<file path="src/rtl/mem_access_ctrl_pkg.sv">
`default_nettype none
// +----------------------------------------------------------------------+
// | mem_access_ctrl_pkg : shared state encodings and byte-enable masks   |
// | Revision 1.0                                                         |
// +----------------------------------------------------------------------+
package mem_access_ctrl_pkg;

  typedef enum logic [1:0] {
    MAC_IDLE = 2'd0,
    MAC_REQ  = 2'd1,
    MAC_RESP = 2'd2
  } mac_state_e;

  localparam logic [3:0] BE_B0  = 4'b0001;
  localparam logic [3:0] BE_B1  = 4'b0010;
  localparam logic [3:0] BE_B2  = 4'b0100;
  localparam logic [3:0] BE_B3  = 4'b1000;
  localparam logic [3:0] BE_HLO = 4'b0011;
  localparam logic [3:0] BE_HHI = 4'b1100;
  localparam logic [3:0] BE_W   = 4'b1111;

  // Zero-extension mask for a load result once shifted down to bit 0.
  function automatic logic [31:0] be_width_mask(input logic [3:0] be);
    logic [31:0] m;
    case (be)
      BE_W:           m = 32'hFFFF_FFFF;
      BE_HLO, BE_HHI: m = 32'h0000_FFFF;
      default:        m = 32'h0000_00FF;
    endcase
    return m;
  endfunction

endpackage
`default_nettype wire

</file>
<file path="src/rtl/mem_access_ctrl_be_check.sv">
`default_nettype none
// +----------------------------------------------------------------------+
// | mem_be_check : byte-enable legality and alignment checker            |
// | Revision 1.0                                                         |
// +----------------------------------------------------------------------+
module mem_be_check
  import mem_access_ctrl_pkg::*;
(
  input  logic [1:0] addr_i,
  input  logic [3:0] be_i,
  output logic       legal_o
);

  always_comb begin
    legal_o = 1'b0;
    case (be_i)
      BE_B0:  legal_o = (addr_i == 2'd0);
      BE_B1:  legal_o = (addr_i == 2'd1);
      BE_B2:  legal_o = (addr_i == 2'd2);
      BE_B3:  legal_o = (addr_i == 2'd3);
      BE_HLO: legal_o = (addr_i == 2'd0);
      BE_HHI: legal_o = (addr_i == 2'd2);
      BE_W:   legal_o = (addr_i == 2'd0);
      default: legal_o = 1'b0;
    endcase
  end

endmodule
`default_nettype wire

</file>
<file path="src/rtl/mem_access_ctrl.sv">
`default_nettype none
// +----------------------------------------------------------------------+
// | mem_access_ctrl : single-outstanding data-memory access sequencer    |
// | Revision 1.0                                                         |
// +----------------------------------------------------------------------+
module mem_access_ctrl
  import mem_access_ctrl_pkg::*;
#(
  parameter int TIMEOUT = 255,
  parameter int CNT_W   = 16
) (
  input  logic        clk,
  input  logic        rst,
  input  logic [31:0] MEMaddr,
  input  logic [3:0]  MEMrden,
  input  logic [3:0]  MEMwren,
  input  logic [31:0] MEMwrdata,
  output logic        bus_req,
  output logic        bus_we,
  output logic [31:0] bus_addr,
  output logic [3:0]  bus_be,
  output logic [31:0] bus_wdata,
  input  logic        bus_ack,
  input  logic [31:0] bus_rdata,
  output logic        stall,
  output logic [31:0] ld_data,
  output logic        ld_vld,
  output logic        error
);

  mac_state_e        state_q, state_d;
  logic [CNT_W-1:0]  cnt_q, cnt_d;
  logic              bus_req_q, bus_req_d;
  logic              bus_we_q, bus_we_d;
  logic [31:0]       bus_addr_q, bus_addr_d;
  logic [3:0]        bus_be_q, bus_be_d;
  logic [31:0]       bus_wdata_q, bus_wdata_d;
  logic [1:0]        off_q, off_d;
  logic              stall_q, stall_d;
  logic [31:0]       ld_data_q, ld_data_d;
  logic              ld_vld_q, ld_vld_d;
  logic              error_q, error_d;

  logic              is_rd, is_wr, mask_legal, cmd_ok;
  logic [3:0]        cmd_mask;
  logic [31:0]       rdata_ext;

  assign is_rd    = |MEMrden;
  assign is_wr    = |MEMwren;
  assign cmd_mask = is_rd ? MEMrden : MEMwren;
  assign cmd_ok   = (is_rd ^ is_wr) & mask_legal;

  mem_be_check u_be_check (
    .addr_i  (MEMaddr[1:0]),
    .be_i    (cmd_mask),
    .legal_o (mask_legal)
  );

  assign rdata_ext = (bus_rdata >> {off_q, 3'b000}) & be_width_mask(bus_be_q);

  always_comb begin
    state_d     = state_q;
    cnt_d       = cnt_q;
    bus_req_d   = bus_req_q;
    bus_we_d    = bus_we_q;
    bus_addr_d  = bus_addr_q;
    bus_be_d    = bus_be_q;
    bus_wdata_d = bus_wdata_q;
    off_d       = off_q;
    stall_d     = stall_q;
    ld_data_d   = ld_data_q;
    ld_vld_d    = 1'b0;
    error_d     = error_q;

    case (state_q)
      MAC_IDLE: begin
        cnt_d = '0;
        if (is_rd || is_wr) begin
          if (cmd_ok) begin
            bus_we_d    = is_wr;
            bus_addr_d  = {MEMaddr[31:2], 2'b00};
            bus_be_d    = cmd_mask;
            bus_wdata_d = MEMwrdata;
            off_d       = MEMaddr[1:0];
            bus_req_d   = 1'b1;
            stall_d     = 1'b1;
            state_d     = MAC_REQ;
          end else begin
            error_d = 1'b1;
          end
        end
      end

      MAC_REQ: begin
        // An ack arriving on the final allowed cycle still counts as success.
        if (bus_ack) begin
          bus_req_d = 1'b0;
          state_d   = MAC_RESP;
          if (!bus_we_q) begin
            ld_data_d = rdata_ext;
            ld_vld_d  = 1'b1;
          end
        end else if (cnt_q == CNT_W'(TIMEOUT - 1)) begin
          error_d   = 1'b1;
          bus_req_d = 1'b0;
          state_d   = MAC_RESP;
          if (!bus_we_q) begin
            ld_data_d = '0;
            ld_vld_d  = 1'b1;
          end
        end else begin
          cnt_d = cnt_q + 1'b1;
        end
      end

      MAC_RESP: begin
        cnt_d   = '0;
        stall_d = 1'b0;
        state_d = MAC_IDLE;
      end

      default: begin
        state_d   = MAC_IDLE;
        bus_req_d = 1'b0;
        stall_d   = 1'b0;
        cnt_d     = '0;
      end
    endcase
  end

  always_ff @(posedge clk) begin
    if (rst) begin
      state_q     <= MAC_IDLE;
      cnt_q       <= '0;
      bus_req_q   <= 1'b0;
      bus_we_q    <= 1'b0;
      bus_addr_q  <= '0;
      bus_be_q    <= '0;
      bus_wdata_q <= '0;
      off_q       <= '0;
      stall_q     <= 1'b0;
      ld_data_q   <= '0;
      ld_vld_q    <= 1'b0;
      error_q     <= 1'b0;
    end else begin
      state_q     <= state_d;
      cnt_q       <= cnt_d;
      bus_req_q   <= bus_req_d;
      bus_we_q    <= bus_we_d;
      bus_addr_q  <= bus_addr_d;
      bus_be_q    <= bus_be_d;
      bus_wdata_q <= bus_wdata_d;
      off_q       <= off_d;
      stall_q     <= stall_d;
      ld_data_q   <= ld_data_d;
      ld_vld_q    <= ld_vld_d;
      error_q     <= error_d;
    end
  end

  assign bus_req   = bus_req_q;
  assign bus_we    = bus_we_q;
  assign bus_addr  = bus_addr_q;
  assign bus_be    = bus_be_q;
  assign bus_wdata = bus_wdata_q;
  assign stall     = stall_q;
  assign ld_data   = ld_data_q;
  assign ld_vld    = ld_vld_q;
  assign error     = error_q;

endmodule
`default_nettype wire

</file>
<file path="config.mk">
export PLATFORM = sky130hd
export DESIGN_NAME = mem_access_ctrl
export DESIGN_NICKNAME = d
export VERILOG_FILES = /design/src/rtl/mem_access_ctrl_pkg.sv /design/src/rtl/mem_access_ctrl_be_check.sv /design/src/rtl/mem_access_ctrl.sv
export SDC_FILE = /design/constraint.sdc
export NUM_CORES = 1
export LEC_CHECK = 0
export ABC_AREA = 1
export BUFFER_PORTS_ARGS = -buffer_cell sky130_fd_sc_hd__buf_2
export CORE_MARGIN = 2
export CORE_UTILIZATION = 50
export DETAILED_ROUTE_END_ITERATION = 6
export GPL_ROUTABILITY_DRIVEN = 0
export PLACE_DENSITY = 0.89
export SETUP_SLACK_MARGIN = 0.5
export SYNTH_ARGS = -nofsm -noshare
export SYNTH_HDL_FRONTEND = slang
export SYNTH_SLANG_ARGS = --single-unit
</file>
<file path="constraint.sdc">
create_clock -name clk -period 2.05 [get_ports clk]
set_input_delay 0.205 -clock clk [delete_from_list [all_inputs] [get_ports clk]]
set_output_delay 0.205 -clock clk [all_outputs]
set_load 0.005 [all_outputs]
</file>
=== Word level (Yosys, flattened, before mapping) ===
Cells that the tools add are included.

* Multiplexer cells: 26
* Equal/unequal tests: 22
* Shift-type cells: 1
* Reduce and logical (&&, ||, !) cells: 18
* $add $sub $neg: 1
* Bitwise logic cells: 8

{| class="wikitable"
|+ Operators with widths
! cell !! number
|-
| $mux W32 || 4
|-
| $pmux W32 S2 || 1
|-
| $and A32 B32 Y32 || 1
|-
| $shr A32 B5 Y32 || 1
|-
| $eq A4 B4 Y1 const B || 5
|-
| $add A16 B1 Y16 const B || 1
|-
| $eq A16 B8 Y1 const B || 1
|-
| $eq A4 B2 Y1 const B || 3
|-
| $reduce_and A3 Y1 || 4
|-
| $mux W1 || 11
|-
| $ne A2 B2 Y1 const B || 5
|-
| $mux W2 || 4
|-
| $reduce_or A4 Y1 || 2
|-
| $eq A2 B2 Y1 const B || 3
|-
| $reduce_or A2 Y1 || 3
|-
| $not A1 Y1 || 5
|-
| $reduce_and A5 Y1 || 1
|-
| $eq A2 B1 Y1 const B || 2
|-
| $eq A4 B1 Y1 const B || 1
|-
| $eq A4 B3 Y1 const B || 1
|-
| $logic_not A2 Y1 || 2
|-
| $mux W4 || 1
|-
| $pmux W1 S2 || 2
|-
| $pmux W1 S4 || 1
|-
| 10 further kinds || 11
|}

* Output and inout bits: 105
* Word-level logic and storage cells: 88
* Flip-flop bits (word level): 123
* Bits of input ports: 107

=== Logic depth before layout (Yosys ltp) ===
* Depth after elaboration: 9
* Mapped depth: 14
* Gate-level depth less buffers: 13

=== Cells and area by module ===
Synthesis repeated with hierarchy kept, for this count alone.

* Cells, all modules: 819
* Area total of the unflattened synthesis: 5529.1 um2

{| class="wikitable"
|+ By module, submodules not included
! module !! area an instance (um2) !! cells an instance !! instances !! sequential area each (um2)
|-
| mem_access_ctrl || 5451.5 || 800 || 1 || 2462.4
|-
| mem_be_check || 77.6 || 19 || 1 || 0.0
|}

=== Worst setup path before layout ===
Ideal clock, no wire load.

* Kind: input -> register
* Start: input MEMwren[0]
* End: register error_q, in the netlist error
* Slack: 0.300 ns
* Library setup time: 0.128 ns
* Path buffers: 1
* Arrival time: 1.622 ns
* Data required time: 1.922 ns
* Cell stages on the path: 8
* Cell sequence: nor4_1 > ha_1 > inv_1 > nor2_1 > clkbuf_1 > nand2_1 > a21oi_1 > nor2_1

* Longest elaborated chain between the ends: 7
* Elaborated cells on any way between the ends: 18
* Classes of those cells: eq/ne: 9; mux: 2; bitwise: 2; reduce/logical: 5

{| class="wikitable"
|+ RTL lines
! what !! line !! text
|-
| start: declaration || mem_access_ctrl.sv:16 || <nowiki>input logic [3:0] MEMwren,</nowiki>
|-
| $mux W4 || mem_access_ctrl.sv:50 || <nowiki>assign cmd_mask = is_rd ? MEMrden : MEMwren;</nowiki>
|-
| $eq A4 B1 Y1 (tied with other cells) || mem_access_ctrl_be_check.sv:16 || <nowiki>case (be_i)</nowiki>
|-
| $reduce_or A3 Y1 (no line) or $reduce_or A2 Y1 (tied branches) || n/a ||
|-
| $pmux W1 S4 || mem_access_ctrl_be_check.sv:16 ||
|-
| $and A1 B1 Y1 || mem_access_ctrl.sv:51 || <nowiki>assign cmd_ok = (is_rd ^ is_wr) & mask_legal;</nowiki>
|-
| $ne A2 B2 Y1 (no line) || n/a ||
|-
| $reduce_and A5 Y1 (no line) * || n/a ||
|-
| end signal: assignment || mem_access_ctrl.sv:157 || <nowiki>error_q <= error_d;</nowiki>
|-
| end: declaration || mem_access_ctrl.sv:42 || <nowiki>logic error_q, error_d;</nowiki>
|}

Every way passes the cells marked *; elsewhere a longest branch is shown, timed or not.
A chain may end at the register's enable or synchronous reset.

=== Worst setup path after layout ===
* Start: register cnt_q[13]
* End: register ld_data_q[28], in the netlist ld_data[28]

* Longest elaborated chain between the ends: 3

{| class="wikitable"
|+ RTL lines
! what !! line !! text
|-
| start: declaration || mem_access_ctrl.sv:32 || <nowiki>logic [CNT_W-1:0] cnt_q, cnt_d;</nowiki>
|-
| start signal: assignment || mem_access_ctrl.sv:147 || <nowiki>cnt_q <= cnt_d;</nowiki>
|-
| $eq A16 B8 Y1 || mem_access_ctrl.sv:103 || <nowiki>end else if (cnt_q == CNT_W'(TIMEOUT - 1)) begin</nowiki>
|-
| $reduce_bool A2 Y1 (no line) || n/a ||
|-
| $reduce_and A3 Y1 (no line) || n/a ||
|-
| end signal: assignment || mem_access_ctrl.sv:155 || <nowiki>ld_data_q <= ld_data_d;</nowiki>
|-
| end: declaration || mem_access_ctrl.sv:40 || <nowiki>logic [31:0] ld_data_q, ld_data_d;</nowiki>
|}

No other way between the ends.

==> flow_summary.toml <==
[setup_path]
required_ns = 2.36
cp-start-kind = "flip-flop"
crit_type = "reg2reg"
endpoint_kind = "flip-flop"
path_max_fanout = 6
r2r-end = "ld_data[28]"
crit_start = "cnt_q[13]"
crit_arrival_ns = 1.99
crit_path_end = "ld_data[28]"
reg2reg_from = "cnt_q[13]"
r2r_cells = 10
reg2reg_slack_ns = 0.37

[cells_and_area]
stdcell_count = 1375
n_antenna_cell = 0
layout_common_cells = "224 x inv_1, 209 x buf_2, 197 x nand2_1"
final_common_cell = "inv_1"
drive_gt1_frac = 0.286
nFillCells = 1036
area_delta_synth_final_pct = 35.4
nNetsFinal = 1300
multiInputGateArea_um2 = 2970
regArea_um2 = 2500

[detailed_routing]
highest_layer = "met4"
wl_met2_um = 9300
drcViolationCount = 0
drtAntennaViolNets = 0
first_pass_iters = 5
drtIter0Drc = 640
vias_per_cell = 5.03
vias = 6921
wl_um = 19400
wl_per_cell_um = 14.1
met3_length_um = 1670
wirelength_met1_um = 7850

[sta]
setup_ws_ns = 0.367
max_slew.worst_pin.slew_ns = 0.641
fin_skew_ns = 0.0112
fin_tns_setup_ns = 0
min_period_ns = 1.68
post-route-period-util = 0.821
max_freq_ghz = 0.594
slew_viol_final = 0
setup_violations = 0
rsz0062_at_grt = "true"
finalHoldViolCount = 0
slew_headroom = 0.572

[synth]
ys_warn_count = 0
ys_seq_area_frac = 0.387
syn_area_per_cell_um2 = 6.45
synthCells = 986
synthDistinctLibCells = 32
ys_ff_latch = 123
netlist_area_um2 = 6360

[clock_network]
clk_pin_slew_worst_paths_ns = 0.06
clockBufferDepth = 2
worstSkewPairLatency_ns = 0.42
cts_made_buffers = 17
root_buffer = "clkbuf_16"
cts_tree = "done"
clock-sinks = 123
htree_levels = 4

[job]
max_cap_violations = 0

[floorplanning]
io_pins = 212
die_y_um = 117
core_area_um2 = 12500
rows = 41
die_x_um = 117
initial_utilization = 0.508
dieArea_um2 = 13600

[global_routing]
grt_pass1_vias = 6184
grt-ovfl-total = 0
grt_pass1_wl_um = 29200
grt_use_total = 0.270
grt_max_degree = 70
grt_antenna_before_repair = 0

[pwr]
seqPwrFrac = 0.422
p_per_area_nw_per_um2 = 665
total_power_w = 0.00572
comb_power_share = 0.087
p_sw_w = 0.00136
p_leak_nw = 4.47
clkPwrFrac = 0.491
p_sw_frac = 0.238
p_int_w = 0.00436
ir_drop_uv = 477

[placement]
place_inst = 1326
io_buffer_count = 209
hpwlAfterDp_um = 12200
dp_slack_ns = 0.0734

[hold_path]
hold_depth = 3
hp-class = "in2reg"

[outcome]
status = "complete, no violations"
## worst min path at each step
stage | startpoint | endpoint | slack [ns]
final | bus_rdata[27] | ld_data[27] | 0.09
after global routing | bus_rdata[25] | ld_data[25] | 0.09
after global placement | ld_data[5] | ld_data[5] | 0.43
after floorplan | rst | bus_req | 0.27
after CTS | bus_rdata[27] | ld_data[27] | 0.07
after detailed placement | ld_data[0] | ld_data[0] | 0.44
## power by group through the flow
stage | Combinational, W | Sequential (W) | Clock, W
after floorplan | 0.000255 | 0.00248 | 0
after global placement | 0.000460 | 0.00248 | 0
after detailed placement | 0.000467 | 0.00248 | 0
after CTS | 0.000475 | 0.00242 | 0.00283
after global routing | 0.000550 | 0.00242 | 0.00296
final | 0.000497 | 0.00242 | 0.00281
## critical path, stage by stage (launching register included)
cell,delay (ns)
dfxtp_4,0.35
nor2_2,0.11
nand2_1,0.08
inv_2,0.08
nand3_4,0.08
o21bai_4,0.23
nand3_4,0.15
buf_12,0.18
clkbuf_16,0.16
nand3_2,0.06
o21ai_1,0.07
## cells by family after synthesis
family          share of synthesized area
simple gates                        0.321
compound gates                     0.0767
xor+xnor                           0.0152
other cells                      0.000590
buf+inv                             0.181
mux                                0.0126
fa+ha+maj                         0.00590
flops                               0.387
## flip-flops by register name, indices dropped and copies added (netlist names)
register and count:
ld_data 32, error 1, cnt_q 16, state_q 2, bus_req 1, bus_wdata 32
bus_be 4, bus_we 1, off_q 2, bus_addr 30, stall 1, ld_vld 1
## routing by layer
| layer | GRT usage | up-vias |
|---|---|---|
| met1 | 0.333 | 3103 |
| li1 | - | 3441 |
| met2 | 0.446 | 326 |
| met3 | 0.0793 | 51 |
| met4 | 0.108 | 0 |
| met5 | 0 | - |
## what timing repair did
action                     in CTS  in global routing
setup endpoints to repair      39                116
cloned                          1                  3
setup buffers                   8                  5
pin swaps                       4                  4
resized for setup              31                 50
hold buffers                    0                  0
## through the flow
step / hold slack (ns) / utilization / area, um2
after floorplan: 0.274 / - / 6370
after global placement: 0.432 / 0.607 / 7600
after detailed placement: 0.436 / 0.607 / 7600
after CTS: 0.0729 / 0.666 / 8340
after global routing: 0.0925 / 0.688 / 8610
final: 0.0881 / 0.688 / 8610
## cells in the mapped netlist, drive strengths merged
library cell    n  area share
ha              3      0.0059
nand2         206        0.12
o21bai          1      0.0030
or2             1     0.00098
a21oi          34       0.027
nor4            5      0.0049
xor2            7      0.0096
buf            32       0.023
o21ai          29       0.023
nand3          34       0.030
o21a            1      0.0012
nor2          126       0.076
clkinv          1     0.00059
conb            1     0.00059
nand4          78       0.077
dfxtp         123        0.39
clkbuf         25       0.015
nor3            1     0.00079
mux2i           8       0.013
o22ai           1     0.00098
xnor2           4      0.0055
o32ai          16       0.022
inv           241        0.14
nand3b          8      0.0094
## layout make-up
| cell class | count | area share |
|---|---|---|
| multi-input combinational | 565 | 0.345 |
| tap | 172 | 0.0250 |
| clock inverter | 8 | 0.00785 |
| sequential | 123 | 0.290 |
| clock buffer | 24 | 0.0560 |
| inverter | 242 | 0.107 |
| timing repair buffer | 241 | 0.169 |
Note: power is estimated with default switching activity, not from simulation.
